File: src/rtl/pio_pkg.sv
// Shared constants for the parametrised PIO input capture port.
package pio_pkg;

    // Avalon word addresses of the register map
    localparam logic [1:0] ADDR_DATA = 2'd0;
    localparam logic [1:0] ADDR_RSVD = 2'd1;
    localparam logic [1:0] ADDR_MASK = 2'd2;
    localparam logic [1:0] ADDR_EDGE = 2'd3;

    // Capture edge selection, applied to every input bit
    localparam int EDGE_RISE = 0;
    localparam int EDGE_FALL = 1;
    localparam int EDGE_ANY  = 2;

    // Interrupt source selection
    localparam int IRQ_LEVEL = 0;
    localparam int IRQ_EDGE  = 1;

endpackage

File: src/rtl/pio_sync_edge.sv
// Multi-stage input synchroniser followed by per-bit edge detection.
// Synchroniser and prev flops reset to 0, so an input held high through
// reset shows up as a rising event once it reaches data_sync.
module pio_sync_edge
    import pio_pkg::*;
#(
    parameter int WIDTH       = 12,
    parameter int SYNC_STAGES = 2,
    parameter int EDGE_TYPE   = EDGE_RISE
) (
    input  logic             clk,
    input  logic             reset_n,
    input  logic [WIDTH-1:0] in_port,
    output logic [WIDTH-1:0] data_sync,
    output logic [WIDTH-1:0] ev
);

    logic [WIDTH-1:0] sync_q [SYNC_STAGES];
    logic [WIDTH-1:0] prev;
    logic [WIDTH-1:0] rise;
    logic [WIDTH-1:0] fall;

    // Shift the asynchronous inputs through the synchroniser chain
    always_ff @(posedge clk or negedge reset_n) begin
        if (!reset_n) begin
            for (int i = 0; i < SYNC_STAGES; i++) begin
                sync_q[i] <= '0;
            end
        end else begin
            sync_q[0] <= in_port;
            for (int i = 1; i < SYNC_STAGES; i++) begin
                sync_q[i] <= sync_q[i-1];
            end
        end
    end

    assign data_sync = sync_q[SYNC_STAGES-1];

    // Remember last cycle's synchronised value for edge comparison
    always_ff @(posedge clk or negedge reset_n) begin
        if (!reset_n) begin
            prev <= '0;
        end else begin
            prev <= data_sync;
        end
    end

    // Select the event type from the rise/fall terms
    always_comb begin
        rise = data_sync & ~prev;
        fall = ~data_sync & prev;
        ev   = rise;
        if (EDGE_TYPE == EDGE_FALL) begin
            ev = fall;
        end else if (EDGE_TYPE == EDGE_ANY) begin
            ev = rise | fall;
        end
    end

endmodule

File: src/rtl/pio_in_capture.sv
// Avalon-MM input port: synchronised data, edge capture with W1C,
// interrupt mask and a registered irq. Read data is registered every
// cycle from the current address, so a read returns the pre-write value.
module pio_in_capture
    import pio_pkg::*;
#(
    parameter int               WIDTH       = 12,
    parameter int               SYNC_STAGES = 2,
    parameter int               EDGE_TYPE   = EDGE_RISE,
    parameter int               IRQ_MODE    = IRQ_EDGE,
    parameter logic [WIDTH-1:0] RESET_MASK  = '0
) (
    input  logic             clk,
    input  logic             reset_n,
    input  logic [1:0]       address,
    input  logic             chipselect,
    input  logic             write_n,
    input  logic [31:0]      writedata,
    output logic [31:0]      readdata,
    input  logic [WIDTH-1:0] in_port,
    output logic             irq
);

    logic [WIDTH-1:0] data_sync;
    logic [WIDTH-1:0] ev;
    logic [WIDTH-1:0] irq_mask;
    logic [WIDTH-1:0] edge_capture;
    logic [WIDTH-1:0] wdata;
    logic [WIDTH-1:0] clr_bits;
    logic             wr_en;
    logic             wr_mask;
    logic             wr_edge;
    logic             irq_src;
    logic [31:0]      rd_next;
    logic             unused_wdata;

    pio_sync_edge #(
        .WIDTH       (WIDTH),
        .SYNC_STAGES (SYNC_STAGES),
        .EDGE_TYPE   (EDGE_TYPE)
    ) u_sync_edge (
        .clk       (clk),
        .reset_n   (reset_n),
        .in_port   (in_port),
        .data_sync (data_sync),
        .ev        (ev)
    );

    // Upper writedata bits beyond WIDTH have no destination
    assign unused_wdata = ^writedata;

    assign wdata    = writedata[WIDTH-1:0];
    assign wr_en    = chipselect & ~write_n;
    assign wr_mask  = wr_en && (address == ADDR_MASK);
    assign wr_edge  = wr_en && (address == ADDR_EDGE);
    assign clr_bits = wr_edge ? wdata : '0;

    // Interrupt mask register
    always_ff @(posedge clk or negedge reset_n) begin
        if (!reset_n) begin
            irq_mask <= RESET_MASK;
        end else if (wr_mask) begin
            irq_mask <= wdata;
        end
    end

    // Edge capture: write-1-to-clear, a new event in the same cycle wins
    always_ff @(posedge clk or negedge reset_n) begin
        if (!reset_n) begin
            edge_capture <= '0;
        end else begin
            edge_capture <= (edge_capture & ~clr_bits) | ev;
        end
    end

    // Read mux, zero-extending WIDTH-bit registers to the bus width
    always_comb begin
        rd_next = '0;
        case (address)
            ADDR_DATA: rd_next[WIDTH-1:0] = data_sync;
            ADDR_MASK: rd_next[WIDTH-1:0] = irq_mask;
            ADDR_EDGE: rd_next[WIDTH-1:0] = edge_capture;
            default:   rd_next = '0;
        endcase
    end

    // Registered read data, one cycle latency, independent of chipselect
    always_ff @(posedge clk or negedge reset_n) begin
        if (!reset_n) begin
            readdata <= '0;
        end else begin
            readdata <= rd_next;
        end
    end

    assign irq_src = (IRQ_MODE == IRQ_EDGE) ? |(edge_capture & irq_mask)
                                            : |(data_sync & irq_mask);

    // Registered interrupt request
    always_ff @(posedge clk or negedge reset_n) begin
        if (!reset_n) begin
            irq <= 1'b0;
        end else begin
            irq <= irq_src;
        end
    end

endmodule

File: config.mk
export PLATFORM = sky130hd
export DESIGN_NAME = pio_in_capture
export DESIGN_NICKNAME = d
export VERILOG_FILES = /design/src/rtl/pio_pkg.sv /design/src/rtl/pio_sync_edge.sv /design/src/rtl/pio_in_capture.sv
export SDC_FILE = /design/constraint.sdc
export NUM_CORES = 1
export LEC_CHECK = 0
export CAP_MARGIN = 20
export CORE_ASPECT_RATIO = 1.75
export CORE_MARGIN = 3
export CORE_UTILIZATION = 35
export DETAILED_ROUTE_END_ITERATION = 16
export PLACE_DENSITY_LB_ADDON = 0.12
export SYNTH_ARGS = -nofsm -noshare
export SYNTH_HDL_FRONTEND = slang
export SYNTH_SLANG_ARGS = --single-unit
export TNS_END_PERCENT = 5
File: constraint.sdc
create_clock -name clk -period 1.3 [get_ports clk]
set_clock_uncertainty 0.15 [all_clocks]
set_input_delay 0.195 -clock clk [delete_from_list [all_inputs] [get_ports clk]]
set_output_delay 0.195 -clock clk [all_outputs]
set_load 0.02 [all_outputs]
Word level (Yosys, flattened, before mapping)
Cells that the tools add are included.

Register bits: 73. Bits of input ports: 50. Output and inout bits: 33. Logic and storage cells: 23.

Equality and inequality tests: 2. Multiplexer cells: 2. Bitwise gates (word level): 8. Reductions and logical operators: 4.

Operators with widths (number): $and A12 B12 Y12 (3); $pmux W12 S3 (1); $not A12 Y12 (2); $mux W12 (1); $or A12 B12 Y12 (1); $reduce_or A12 Y1 (1); $eq A2 B2 Y1 const B (2); $logic_and A1 B1 Y1 (2); $logic_not A2 Y1 (1); $and A1 B1 Y1 (1); $not A1 Y1 (1).

Logic depth before layout (Yosys ltp)
Depth in word-level cells: 7. Mapped depth: 4. Depth with buffers taken out: 3.

Hierarchy
From an unflattened synthesis, not the netlist that was laid out.

Cell total of the unflattened synthesis: 206. Area total of the unflattened synthesis: 2909.0 um^2.

By module, submodules not included: pio_in_capture (instances 1, cells each 146, area an instance 1752.9 um^2); pio_sync_edge (instances 1, cells each 60, area an instance 1156.1 um^2).

Worst setup path before layout
Ideal clock, no wire load.

Path kind: in2reg. From: input write_n. To: register irq_mask[10]. Setup time: 0.125 ns. Data arrival time: 0.985 ns. Required time: 1.025 ns. Setup slack: 0.040 ns. Stages on the path: 3. Cells stage by stage: and4bb_4 buf_6 mux2_4.

Word-level cells in the longest chain between the ends: 3.

RTL lines: from (decl) (line pio_in_capture.sv:17) `input logic write_n,`; $not A1 Y1 (line pio_in_capture.sv:53) `assign wr_en = chipselect & ~write_n;`; $and A1 B1 Y1 (line pio_in_capture.sv:53); $logic_and A1 B1 Y1 (line pio_in_capture.sv:54) `assign wr_mask = wr_en && (address == ADDR_MASK);`; to (signal assigned) (line pio_in_capture.sv:63) `irq_mask <= wdata;`; to (decl) (line pio_in_capture.sv:26) `logic [WIDTH-1:0] irq_mask;`.

Every way passes these cells. A chain may end at the register's enable or synchronous reset.

Worst setup path in the final report
From: input address[0]. To: register irq_mask[10].

Word-level cells in the longest chain between the ends: 2.

RTL lines: from (decl) (line pio_in_capture.sv:15) `input logic [1:0] address,`; $eq A2 B2 Y1 (line pio_in_capture.sv:54); $logic_and A1 B1 Y1 (line pio_in_capture.sv:54).

Every way passes these cells.

==> results.toml <==
[logic_synthesis]
synth_warnings = 0
synthArstFlopShare = 1.00
synth.most_common_cell = "dfrtp_1"
syn-cell-area_sq_um = 2710
synth_edf_count = 0
avgSynthCellArea_sq_um = 15.0
syn-instance-count = 181
synthTopCellsByCount = "dfrtp_1, a22o_1, buf_4"
ys_types = 16
ys_seq_area_frac = 0.674
synth.top_cell.area_share = 0.674
synth_top_area_cell = "dfrtp_1"
ys.flop_type = "dfrtp_1"
synthTopCellsByArea = "dfrtp_1, a22o_1, buf_4"
ys_ff_latch = 73

[clocking]
cts_tree = "done"
clkLatencyLatePin_ns = 0.33
cts_setup_buffers = 0
path_clk_slew_ns = 0.05
cts_made_buffers = 9
htree_levels = 3
cts_root_buffer = "clkbuf_16"
clock-sinks = 73
ctsLongestPathBuffers = 2

[critical_path]
slowest_stage = "and4bb_4"
slowest_delay_ns = 0.38
critPathTopFamily = "buffers and inverters"
arrival_ns = 1.32
crit_path_end_kind = "flip-flop"
path_cells = "dlygate4sd2_1 -> and4bb_4 -> buf_4 -> mux2_4"
startpoint = "address[0]"
cp-start-kind = "primary input"
critPathMaxFanout = 5
cp.required_ns = 1.36
worst-path-buf-inv = 2
ff2ff_setup_slack_ns = 0.06
crit_type = "primary input to flip-flop"
regToRegStartpoint = "irq_mask[4]$_DFFE_PN0P_"

[grt]
grt_max_degree = 31
grt_pass1_vias = 1647
grt_pass1_wl_microns = 8570
grt_use_met2 = 0.207
grt_util_met1 = 0.165
antenna_found_initial = 0
grtUsageMet3 = 0.0418
grt_overflow = 0
busiest_layer = "met2"
grtUsageTotal = 0.134

[cells_and_area]
antenna_cells = 0
multi_input_area_sq_um = 744
drive_gt1_frac = 0.303
regArea_sq_um = 1830
nFillCells = 712
final_nets = 299
final_util = 0.486
syn_to_final_growth_pct = 32.7

[drt]
routedWlPerCell_microns = 15.4
viasPerCell = 4.58
num_vias = 1556
drt_iter0_markers = 75
ant_nets = 0
drt-pass1-iter-count = 4
routed_wl_microns = 5230
drc = 0

[die]
core_sq_um = 7390
dieArea_sq_um = 8870
rows = 41
pin_count = 83
die_h_microns = 122
die_w_microns = 72.5
floorplan.initialDensity = 0.367

[timing]
post-route-period-util = 0.970
hold_viol_final = 0
rsz0062_at_grt = "no"
fmax_mhz = 793
setup_viol = 0
fin_crit_ns = 1.26
maxSlewViolCount = 0

[hold_path]
hp-class = "primary input to async pin"

[place]
dpl.hpwl_microns = 3720
place.gp.congestion = 0.725
io_buffers = 42

[power]
finalPower_mw = 5.70
p_leak_nw = 1.69
vdd_drop_max_mv = 0.738
p_per_area_nw_per_um2 = 1590

[run]
cap_violations = 0

[outcome]
status = "completed"
-- path summary, 6_finish.rpt --
check / end / depth (start not counted)
setup / recovery: irq_mask[10]$_DFFE_PN0P_ / 4
max in group asynchronous: irq_mask[11]$_DFFE_PN0P_ / 3
min in group clk: u_sync_edge.sync_q[17]$_DFF_PN0_ / 1
hold / removal: edge_capture[8]$_DFF_PN0_ / 2
setup reg to reg: irq$_DFF_PN0_ / 3
hold reg to reg: u_sync_edge.data_sync[7]$_DFF_PN0_ / 0
-- power by group --
part	leakage (nW)	internal, mW	switching, mW
Combinational	0.707	0.415	0.328
Clock	0.149	1.49	0.850
Sequential	0.831	2.48	0.130
-- sequential cells by signal, summed over array words and instances, names as in the netlist --
| name | count |
|---|---|
| u_sync_edge.sync_q | 12 |
| irq_mask | 12 |
| edge_capture | 12 |
| irq | 1 |
| u_sync_edge.prev | 12 |
| readdata | 12 |
| u_sync_edge.data_sync | 12 |
-- final cells by class --
cell class              count  area share
clock inverters             2     0.00279
clock buffers              14      0.0790
repair buffers             63       0.160
flip-flops and latches     73       0.508
inverters                  12      0.0125
well taps                  86      0.0299
multi-input cells          90       0.207
-- logic make-up after synthesis --
group,after synthesis,synth area share
flip-flops,73,0.674
buffers and inverters,37,0.0841
AO/OA/AOI/OAI,30,0.0970
multiplexers,24,0.114
AND/OR/NAND/NOR,16,0.0296
other,1,0.00138
-- cells in the final DEF, fill, tap and decap left out, drive strengths merged, types with 2 or more instances in the layout --
cell	Yosys	final
conb	1	20
nand2	12	12
a22o	27	27
clkdlybuf4s50	0	24
a221oi	3	3
clkinv	0	2
dfrtp	73	73
clkbuf	1	15
inv	12	12
buf	24	33
dlygate4sd2	0	4
mux2	24	24
-- metal layers --
| metal | share of wire | vias to the layer above |
|---|---|---|
| met2 | 0.51 | 34 |
| met5 | 0 | - |
| met3 | 0.049 | 11 |
| met1 | 0.41 | 786 |
| met4 | 0.024 | 0 |
| li1 | - | 725 |
-- repair_timing --
action                                  in CTS  in global routing
hold buffers                                 1                  0
endpoints found under the hold margin       73                  0
endpoints found under the setup margin      50                 14
gates cloned                                 1                  0
pin swaps                                    1                  1
gates resized for setup                     49                 10
-- per-stage QoR --
step / hold WS [ns] / setup slack [ns] / instances / TNS, ns / area, sq um
final: 0.144 / 0.0386 / 340 / 0 / 3590
after global routing: 0.147 / 0.0153 / 340 / 0 / 3590
after CTS: 0.140 / -0.0356 / 340 / -0.0356 / 3630
after detailed placement: -0.0422 / -0.524 / 322 / -16.71 / 3310
after global placement: -0.0427 / -0.475 / 322 / -15.53 / 3310
after floorplan: -0.251 / 0.0397 / 200 / 0 / 2780
Power figures use the tool's default switching activity.
